## src/rtl/jt7759_pkg.sv

```systemverilog
// Shared constants for the JT7759 slave-mode byte buffer:
// serve FSM encoding and the default FIFO depth.
package jt7759_pkg;

   localparam int FIFO_AW = 2;

   typedef enum logic [2:0] {
      ST_IDLE  = 3'b001,
      ST_FETCH = 3'b010,
      ST_HOLD  = 3'b100
   } srv_state_e;

endpackage

```

## src/rtl/jt7759_fifo.sv

```systemverilog
// Byte FIFO filled by CPU writes and drained by the serve FSM.
// Pointers carry one extra MSB so full and empty can be told apart.
module jt7759_fifo
   import jt7759_pkg::*;
#(
   parameter int AW = FIFO_AW
) (
   input  logic       clk,
   input  logic       rst,
   input  logic       clr,
   input  logic       push,
   input  logic       pop,
   input  logic [7:0] din,
   output logic [7:0] dout,
   output logic       empty,
   output logic       full_next,
   output logic       ovf
);

   logic [AW:0] wr_ptr_q, wr_ptr_d;
   logic [AW:0] rd_ptr_q, rd_ptr_d;
   logic        ovf_q, ovf_d;
   logic        full, wr_en, rd_en;
   logic [7:0]  mem_q [2**AW];

   // A push into a full FIFO is only accepted when a pop frees a slot in the same cycle
   always_comb begin
      empty     = (wr_ptr_q == rd_ptr_q);
      full      = (wr_ptr_q[AW-1:0] == rd_ptr_q[AW-1:0]) && (wr_ptr_q[AW] != rd_ptr_q[AW]);
      rd_en     = pop && !empty && !clr;
      wr_en     = push && (!full || rd_en) && !clr;
      wr_ptr_d  = wr_ptr_q + (AW+1)'(wr_en);
      rd_ptr_d  = rd_ptr_q + (AW+1)'(rd_en);
      ovf_d     = ovf_q || (push && full && !rd_en);
      if (clr) begin
         wr_ptr_d = '0;
         rd_ptr_d = '0;
         ovf_d    = 1'b0;
      end
      full_next = (wr_ptr_d[AW-1:0] == rd_ptr_d[AW-1:0]) && (wr_ptr_d[AW] != rd_ptr_d[AW]);
   end

   always_ff @(posedge clk or posedge rst) begin
      if (rst) begin
         wr_ptr_q <= '0;
         rd_ptr_q <= '0;
         ovf_q    <= 1'b0;
      end else begin
         wr_ptr_q <= wr_ptr_d;
         rd_ptr_q <= rd_ptr_d;
         ovf_q    <= ovf_d;
      end
   end

   always_ff @(posedge clk) begin
      if (wr_en) mem_q[wr_ptr_q[AW-1:0]] <= din;
   end

   assign dout = mem_q[rd_ptr_q[AW-1:0]];
   assign ovf  = ovf_q;

endmodule

```

## src/rtl/jt7759_slvbuf.sv

```systemverilog
// ROM-port byte source for the JT7759 controller: external ROM pass-through in
// stand-alone mode, CPU-filled FIFO served one byte per address change in slave mode.
module jt7759_slvbuf
   import jt7759_pkg::*;
#(
   parameter int AW = FIFO_AW
) (
   input  logic        clk,
   input  logic        rst,
   input  logic        mdn,
   input  logic        cs,
   input  logic        wrn,
   input  logic [7:0]  din,
   input  logic        flush,
   output logic        drqn,
   output logic        ovf,
   input  logic        ctl_cs,
   input  logic [16:0] ctl_addr,
   output logic [7:0]  ctl_data,
   output logic        ctl_ok,
   output logic        rom_cs,
   output logic [16:0] rom_addr,
   input  logic [7:0]  rom_data,
   input  logic        rom_ok
);

   srv_state_e  state_q, state_d;
   logic        last_wr_q, last_wr_d;
   logic        mdn_q, mdn_d;
   logic        drqn_q, drqn_d;
   logic        ctl_ok_q, ctl_ok_d;
   logic [7:0]  ctl_data_q, ctl_data_d;
   logic [16:0] last_addr_q, last_addr_d;
   logic        wr_now, push, pop, clr;
   logic        fifo_empty, fifo_full_next;
   logic [7:0]  fifo_dout;

   jt7759_fifo #(.AW(AW)) u_fifo (
      .clk       (clk),
      .rst       (rst),
      .clr       (clr),
      .push      (push),
      .pop       (pop),
      .din       (din),
      .dout      (fifo_dout),
      .empty     (fifo_empty),
      .full_next (fifo_full_next),
      .ovf       (ovf)
   );

   // The registered mdn keeps the FIFO cleared for one extra cycle after leaving stand-alone mode
   always_comb begin
      wr_now      = cs && !wrn;
      push        = wr_now && !last_wr_q;
      clr         = flush || mdn || mdn_q;
      last_wr_d   = wr_now;
      mdn_d       = mdn;
      state_d     = state_q;
      ctl_ok_d    = 1'b0;
      ctl_data_d  = ctl_data_q;
      last_addr_d = last_addr_q;
      pop         = 1'b0;
      if (clr) begin
         state_d = ST_IDLE;
      end else begin
         case (state_q)
            ST_IDLE: if (ctl_cs) state_d = ST_FETCH;
            ST_FETCH: begin
               if (!ctl_cs) begin
                  state_d = ST_IDLE;
               end else if (!fifo_empty) begin
                  pop         = 1'b1;
                  ctl_data_d  = fifo_dout;
                  last_addr_d = ctl_addr;
                  ctl_ok_d    = 1'b1;
                  state_d     = ST_HOLD;
               end
            end
            ST_HOLD: begin
               if (!ctl_cs)                       state_d = ST_IDLE;
               else if (ctl_addr != last_addr_q)  state_d = ST_FETCH;
               else                               ctl_ok_d = 1'b1;
            end
            default: state_d = ST_IDLE;
         endcase
      end
      drqn_d = mdn ? 1'b1 : !(ctl_cs && !fifo_full_next);
   end

   always_ff @(posedge clk or posedge rst) begin
      if (rst) begin
         state_q     <= ST_IDLE;
         last_wr_q   <= 1'b0;
         mdn_q       <= 1'b0;
         drqn_q      <= 1'b1;
         ctl_ok_q    <= 1'b0;
         ctl_data_q  <= 8'd0;
         last_addr_q <= 17'd0;
      end else begin
         state_q     <= state_d;
         last_wr_q   <= last_wr_d;
         mdn_q       <= mdn_d;
         drqn_q      <= drqn_d;
         ctl_ok_q    <= ctl_ok_d;
         ctl_data_q  <= ctl_data_d;
         last_addr_q <= last_addr_d;
      end
   end

   assign rom_cs   = mdn ? ctl_cs   : 1'b0;
   assign rom_addr = mdn ? ctl_addr : 17'd0;
   assign ctl_data = mdn ? rom_data : ctl_data_q;
   assign ctl_ok   = mdn ? rom_ok   : ctl_ok_q;
   assign drqn     = drqn_q;

endmodule

```

## config.mk

```make
export PLATFORM = sky130hd
export DESIGN_NAME = jt7759_slvbuf
export DESIGN_NICKNAME = d
export VERILOG_FILES = /design/src/rtl/jt7759_pkg.sv /design/src/rtl/jt7759_fifo.sv /design/src/rtl/jt7759_slvbuf.sv
export SDC_FILE = /design/constraint.sdc
export NUM_CORES = 1
export LEC_CHECK = 0
export ABC_AREA = 1
export ABC_CLOCK_PERIOD_IN_PS = 5550
export BUFFER_PORTS_ARGS = -buffer_cell sky130_fd_sc_hd__buf_2
export CAP_MARGIN = 10
export CORE_MARGIN = 1.5
export CORE_UTILIZATION = 61
export CTS_BUF_LIST = sky130_fd_sc_hd__clkbuf_4 sky130_fd_sc_hd__clkbuf_8
export CTS_CLUSTER_DIAMETER = 100
export CTS_CLUSTER_SIZE = 8
export DETAILED_ROUTE_END_ITERATION = 10
export PLACE_DENSITY_LB_ADDON = 0.2
export SLEW_MARGIN = 20
export SYNTH_ARGS = -nofsm -noshare
export SYNTH_HDL_FRONTEND = slang
export SYNTH_SLANG_ARGS = --single-unit
```

## constraint.sdc

```tcl
create_clock -name clk -period 5.55 [get_ports clk]
set_input_delay 0.8325 -clock clk [delete_from_list [all_inputs] [get_ports clk]]
set_output_delay 0.8325 -clock clk [all_outputs]
set_load 0.01 [all_outputs]
```

# Word level (Yosys, flattened, before mapping)
# Memories as Yosys holds them, arrays and structs flattened. A register that Yosys moved wholly into a read port is not among the register bits.
# Index checks and enable logic that the tools add are counted.
dict set report word_totals {
  inputBits 41
  romBits 0
  ramBits 32
  elab_cells 76
  latch_bits 0
  mem_count 1
  out_inout_bits 29
  register_bits 31
}
dict set report classes {
  bitwise 2
  div 0
  n_lt_le_gt_ge 0
  eq_ne 12
  muxes 25
  n_mul 0
  n_reduce_logical 25
  shift 0
  addsub 2
}
# memory words width rd rd_clocked_by_memory_dff write_ports line_no
set mem_list {}
lappend mem_list {u_fifo.mem_q 4 8 1 1 1 jt7759_fifo.sv:24} ;# logic [7:0] mem_q [2**AW];
# cell n
set ops {}
lappend ops {{3-bit 2-to-1 mux} 8}
lappend ops {{17-bit 2-to-1 mux} 1}
lappend ops {{17-bit inequality test} 1}
lappend ops {{1-bit 2-to-1 mux} 13}
lappend ops {{1-bit logical AND} 11}
lappend ops {{3-bit case mux with 3 select lines} 1}
lappend ops {{1-bit zero test} 8}
lappend ops {{8-bit 2-to-1 mux} 1}
lappend ops {{4-bit by 3-bit inequality test with 1-bit output (second input constant)} 2}
lappend ops {{3-bit by 1-bit adder with 3-bit output} 2}
lappend ops {{2-bit == test} 2}
lappend ops {{1-bit logical OR} 4}
lappend ops {{4-bit AND reduction} 1}
lappend ops {{3-bit by 1-bit == test with 1-bit output (second input constant)} 1}
lappend ops {{3-bit by 2-bit == test with 1-bit output (second input constant)} 1}
lappend ops {{3-bit == test} 1}
lappend ops {{3-bit == test (second input constant)} 1}
lappend ops {{3-bit by 2-bit inequality test with 1-bit output (second input constant)} 1}
lappend ops {{3-bit AND reduction} 1}
lappend ops {{1-bit inequality test} 2}
lappend ops {{1-bit inverter} 2}
lappend ops {{1-bit case mux with 2 select lines} 1}

# Logic depth before layout (Yosys ltp)
dict set report depth {
  depth_word 18
  ltp_mapped 16
  depth_no_buf 14
}

# By module
# Synthesis repeated with hierarchy kept, for this count alone.
dict set report unflattened {
  cells_unflattened 431
  hier_area_um2 3543.4
}
# module seq_area_each_um2 n_inst area_per_inst_um2 cells_each
set modules_own_cells {}
lappend modules_own_cells {jt7759_slvbuf 803.3 1 1834.3 279}
lappend modules_own_cells {jt7759_fifo 1136.1 1 1709.1 152}

# Least setup slack after synthesis
# Ideal clock, no wire load.
dict set report synth_path {
  path_type {in2reg}
  from {input port mdn}
  to {register drqn_q (netlist: drqn)}
  path_buffers 2
  cell_stages 16
  t_required_ps 5486
  setup_slack_ps 3004
  setup_ps 64
  arrival_ps 2482
  path_cell_list {buf_6 -> nor2_8 -> nand2_4 -> inv_4 -> nand4_4 -> clkinv_2 -> nand2_4 -> inv_6 -> buf_8 -> ha_1 -> ha_1 -> xnor2_1 -> nor2_1 -> xor2_1 -> nand4_1 -> nand3_1}
}
dict set report synth_via {
  word_cells_on_any_way 20
  classes_between {add/sub: 2; eq/ne: 2; mux: 4; reduce/logical: 12}
}
# element line_no
set synth_lines {}
lappend synth_lines {{start, declared} jt7759_slvbuf.sv:10} ;# input logic mdn,
lappend synth_lines {{1-bit logical OR (*) (2 in a row)} jt7759_slvbuf.sv:55} ;# clr = flush || mdn || mdn_q;
lappend synth_lines {{1-bit 2-to-1 mux} jt7759_slvbuf.sv:63} ;# if (clr) begin
lappend synth_lines {{1-bit logical AND (2 in a row)} jt7759_fifo.sv:30} ;# rd_en = pop && !empty && !clr;
lappend synth_lines {{3-bit by 1-bit adder with 3-bit output} jt7759_fifo.sv:33} ;# rd_ptr_d = rd_ptr_q + (AW+1)'(rd_en);
lappend synth_lines {{3-bit 2-to-1 mux (*)} jt7759_fifo.sv:35} ;# if (clr) begin
lappend synth_lines {{via u_fifo.rd_ptr_d[2]} jt7759_fifo.sv:21} ;# logic [AW:0] rd_ptr_q, rd_ptr_d;
lappend synth_lines {{1-bit inequality test (*)} jt7759_fifo.sv:40} ;# full_next = (wr_ptr_d[AW-1:0] == rd_ptr_d[AW-1:0]) && (wr_ptr_d[AW] != rd_ptr_d[AW]);
lappend synth_lines {{1-bit logical AND (*)} jt7759_fifo.sv:40}
lappend synth_lines {{1-bit zero test (*)} jt7759_slvbuf.sv:87} ;# drqn_d = mdn ? 1'b1 : !(ctl_cs && !fifo_full_next);
lappend synth_lines {{1-bit logical AND (*)} jt7759_slvbuf.sv:87}
lappend synth_lines {{1-bit zero test (*)} jt7759_slvbuf.sv:87}
lappend synth_lines {{1-bit 2-to-1 mux (*)} jt7759_slvbuf.sv:87}
lappend synth_lines {{via drqn_d} jt7759_slvbuf.sv:30} ;# logic drqn_q, drqn_d;
lappend synth_lines {{end signal, assigned} jt7759_slvbuf.sv:103} ;# drqn_q <= drqn_d;
lappend synth_lines {{end, declared} jt7759_slvbuf.sv:30}
# Mark *: on every way through the listed nets, which the timed path passes. The rest lies on a longest branch.
# A chain may end at the register's enable or synchronous reset.

# Worst setup path in the final report
# Ends and elaborated chain as after synthesis.

==> impl_metrics.py <==
metrics = {
    "outcome": {
        "status": "finished clean",
    },
    "route": {
        "vias_per_cell": 4.98,
        "drtIter0Drc": 153,
        "wl_per_cell_microns": 11.8,
        "met2_length_microns": 3280,
        "first_pass_iters": 4,
        "drc_errors": 0,
        "met1_length_microns": 2740,
        "highest_layer": "met4",
        "route.met3.wl_microns": 317,
        "antenna_left": 0,
        "wl_microns": 6440,
        "vias": 2716,
    },
    "placement": {
        "place.gp.congestion": 0.837,
        "pre_cts_ws_ns": 2.24,
        "dp_hpwl_microns": 4440,
        "portBuffers": 69,
    },
    "cts": {
        "clock_path_buffers": 2,
        "postCtsHoldBufs": 0,
        "clock-root-buffer": "clkbuf_8",
        "cts_resized": 0,
        "cts_tree": "yes",
        "clock_latency_ns": 0.35,
        "cts_setup_buffers": 0,
        "h-tree-depth": 3,
        "numCtsBuffers": 9,
        "cts.reportedPaths.clkPinSlew_ns": 0.07,
        "cts_sinks": 71,
    },
    "floorplanning": {
        "initial_core_util_pct": 63.1,
        "coreArea_sq_um": 5510,
        "num_rows": 27,
        "die_x_microns": 78.5,
        "die_h_microns": 78.5,
        "io_pins": 70,
        "die-area_sq_um": 6160,
    },
    "timing": {
        "timing.final.max_slew_violations": 0,
        "fin_skew_ns": 0.00839,
        "rsz0062_at_grt": "no",
        "max_freq_mhz": 336,
        "slew_headroom_pct": 51.7,
        "worst_pin_slew_ns": 0.721,
        "setup_viol": 0,
        "layout_setup_ws_ns": 2.57,
        "layout_min_cycle_time_ns": 2.98,
        "period_share_pct": 53.7,
        "setup-tns-final_ns": 0,
        "hold_violations": 0,
    },
    "setup_path": {
        "crit_fanout": 36,
        "cp_cell_sequence": "buf_2 > nor2_8 > nand2_4 > inv_4 > nand4_4 > clkinv_2 > nand2_4 > inv_6 > ha_1 > ha_1 > xnor2_1 > nor2_1 > xor2_1 > nand4_1 > nand3_1",
        "required_ns": 5.83,
        "crit_type": "input port to register",
        "critical-path-slowest-cell": "buf_2",
        "crit_path_end_kind": "register",
        "crit_path_max_incr_delay_ns": 0.50,
        "start_kind": "input port",
        "arrival_ns": 3.26,
    },
    "cells_and_area": {
        "final_common_cell": "nand2_1",
        "fillers": 426,
        "multi_input_area_sq_um": 1200,
        "antenna_cells": 0,
        "nNetsFinal": 513,
        "drive_above_1_share_pct": 21.1,
        "final_cell_mix": "nand2_1, buf_2, inv_1",
        "syn2layout_area_growth_pct": 16.3,
        "regArea_sq_um": 1940,
    },
    "pwr": {
        "p_per_area_nw_per_um2": 252,
        "ir_worst_vdd_mv": 0.210,
        "leakage_nw": 2.11,
    },
    "synth": {
        "synth_area_sq_um": 3470,
        "ys_ff_latch": 71,
        "post_synth.cell_area_avg_sq_um": 8.73,
        "yosysSeqAreaShare_pct": 55.8,
        "synth.largest_area_cell": "edfxtp_1",
        "ys_types": 31,
        "synth_fp_nets": 443,
        "yosysWarnings": 0,
        "synthCells": 398,
        "synth.top_cell.area_share_pct": 27.7,
        "synthTopCellsByArea": "edfxtp_1, dfrtp_1, nand2_1, inv_1, nor2_1",
    },
    "worst_hold_path": {
        "holdCritPathClass": "register to register",
    },
    "grt": {
        "antenna_found_initial": 0,
        "grtUsageTotal_pct": 23.7,
        "grt_start_max_net_pins": 40,
        "grt-ovfl-total": 0,
        "grt_pass1_wl_microns": 11200,
        "first_global_vias": 2645,
    },
    "job": {
        "maxCapViolations": 0,
    },
}
where the power goes:
group          switching [mW]  leakage, nW  internal, mW  total (mW)
sequential           0.000743        0.801         0.552       0.553
combinational          0.0451         1.21        0.0290      0.0741
clock                   0.186       0.0941         0.203       0.390
total                   0.232         2.11         0.785        1.02
cell type report:
type | instances | area share, %
flip-flops and latches | 71 | 48.0
clock inverters | 7 | 1.58
clock buffers | 9 | 3.07
well taps | 72 | 2.23
multi-input cells | 249 | 29.7
repair buffers | 72 | 9.11
inverters | 65 | 6.29
Yosys cell counts, drive strengths merged:
cell type,n
xnor2,8
edfxtp,32
nor2,44
clkinv,2
nand2,131
nand3b,1
dfstp,2
ha,4
a21oi,2
nor3,7
o32ai,8
inv,63
dfrtp,37
clkbuf,5
nand3,4
xor2,3
buf,8
o21ai,30
nand4,5
o211ai,1
or2,1
worst max-delay path, delay by kind of cell:
family | cells | cell delay [ns]
buffers and inverters | 4 | 0.75
adder cells (fa/ha/maj) | 2 | 0.44
XOR/XNOR | 2 | 0.28
AND/OR/NAND/NOR | 7 | 0.93
metrics by stage:
stage               cells  util [%]  area [sq um]  hold slack [ns]  power [mW]
floorplan             398         -          3470            0.449       0.603
global placement      529      69.8          3840            0.463       0.636
detailed placement    529      70.0          3850            0.466       0.638
CTS                   545      73.4          4040            0.485        1.02
global route          545      73.4          4040            0.512        1.05
finish                545      73.4          4040            0.479        1.02
state kept, by name, indices dropped and copies added (netlist names):
register	flops
ctl_data_q	8
ctl_ok_q	1
drqn	1
last_addr_q	17
last_wr_q	1
mdn_q	1
state_q	3
u_fifo.mem_q	32
u_fifo.ovf	1
u_fifo.rd_ptr_q	3
u_fifo.wr_ptr_q	3
metal layers:
layer  GRT usage [%]  vias up
li1                -     1389
met1            27.6     1245
met2            42.4       73
met3            4.53        9
met4            10.7        0
met5               0        -
kinds of logic (layout without fill, tap and decap cells):
group	Yosys count	after routing	synth area share (%)
AO/OA/AOI/OAI	41	41	6.95
AND/OR/NAND/NOR	193	193	23.1
adder cells (fa/ha/maj)	4	4	1.44
XOR/XNOR	11	11	2.77
flip-flops	71	71	55.8
buffers and inverters	78	153	9.90
path summary, 6_finish.rpt:
path / startpoint / endpoint / slack [ns] / cells after the start
worst max-delay path: mdn / drqn / 2.57 / 15
worst min-delay path: ctl_data_q[1] / ctl_data_q[1] / 0.48 / 2
worst max register to register: u_fifo.rd_ptr_q[0] / drqn / 2.67 / 13
worst min register to register: ctl_data_q[1] / ctl_data_q[1] / 0.48 / 2
max in group asynchronous: rst / drqn / 4.60 / 3
min in group asynchronous: rst / last_wr_q / 0.59 / 3
Note: power is estimated with default switching activity, not from simulation.
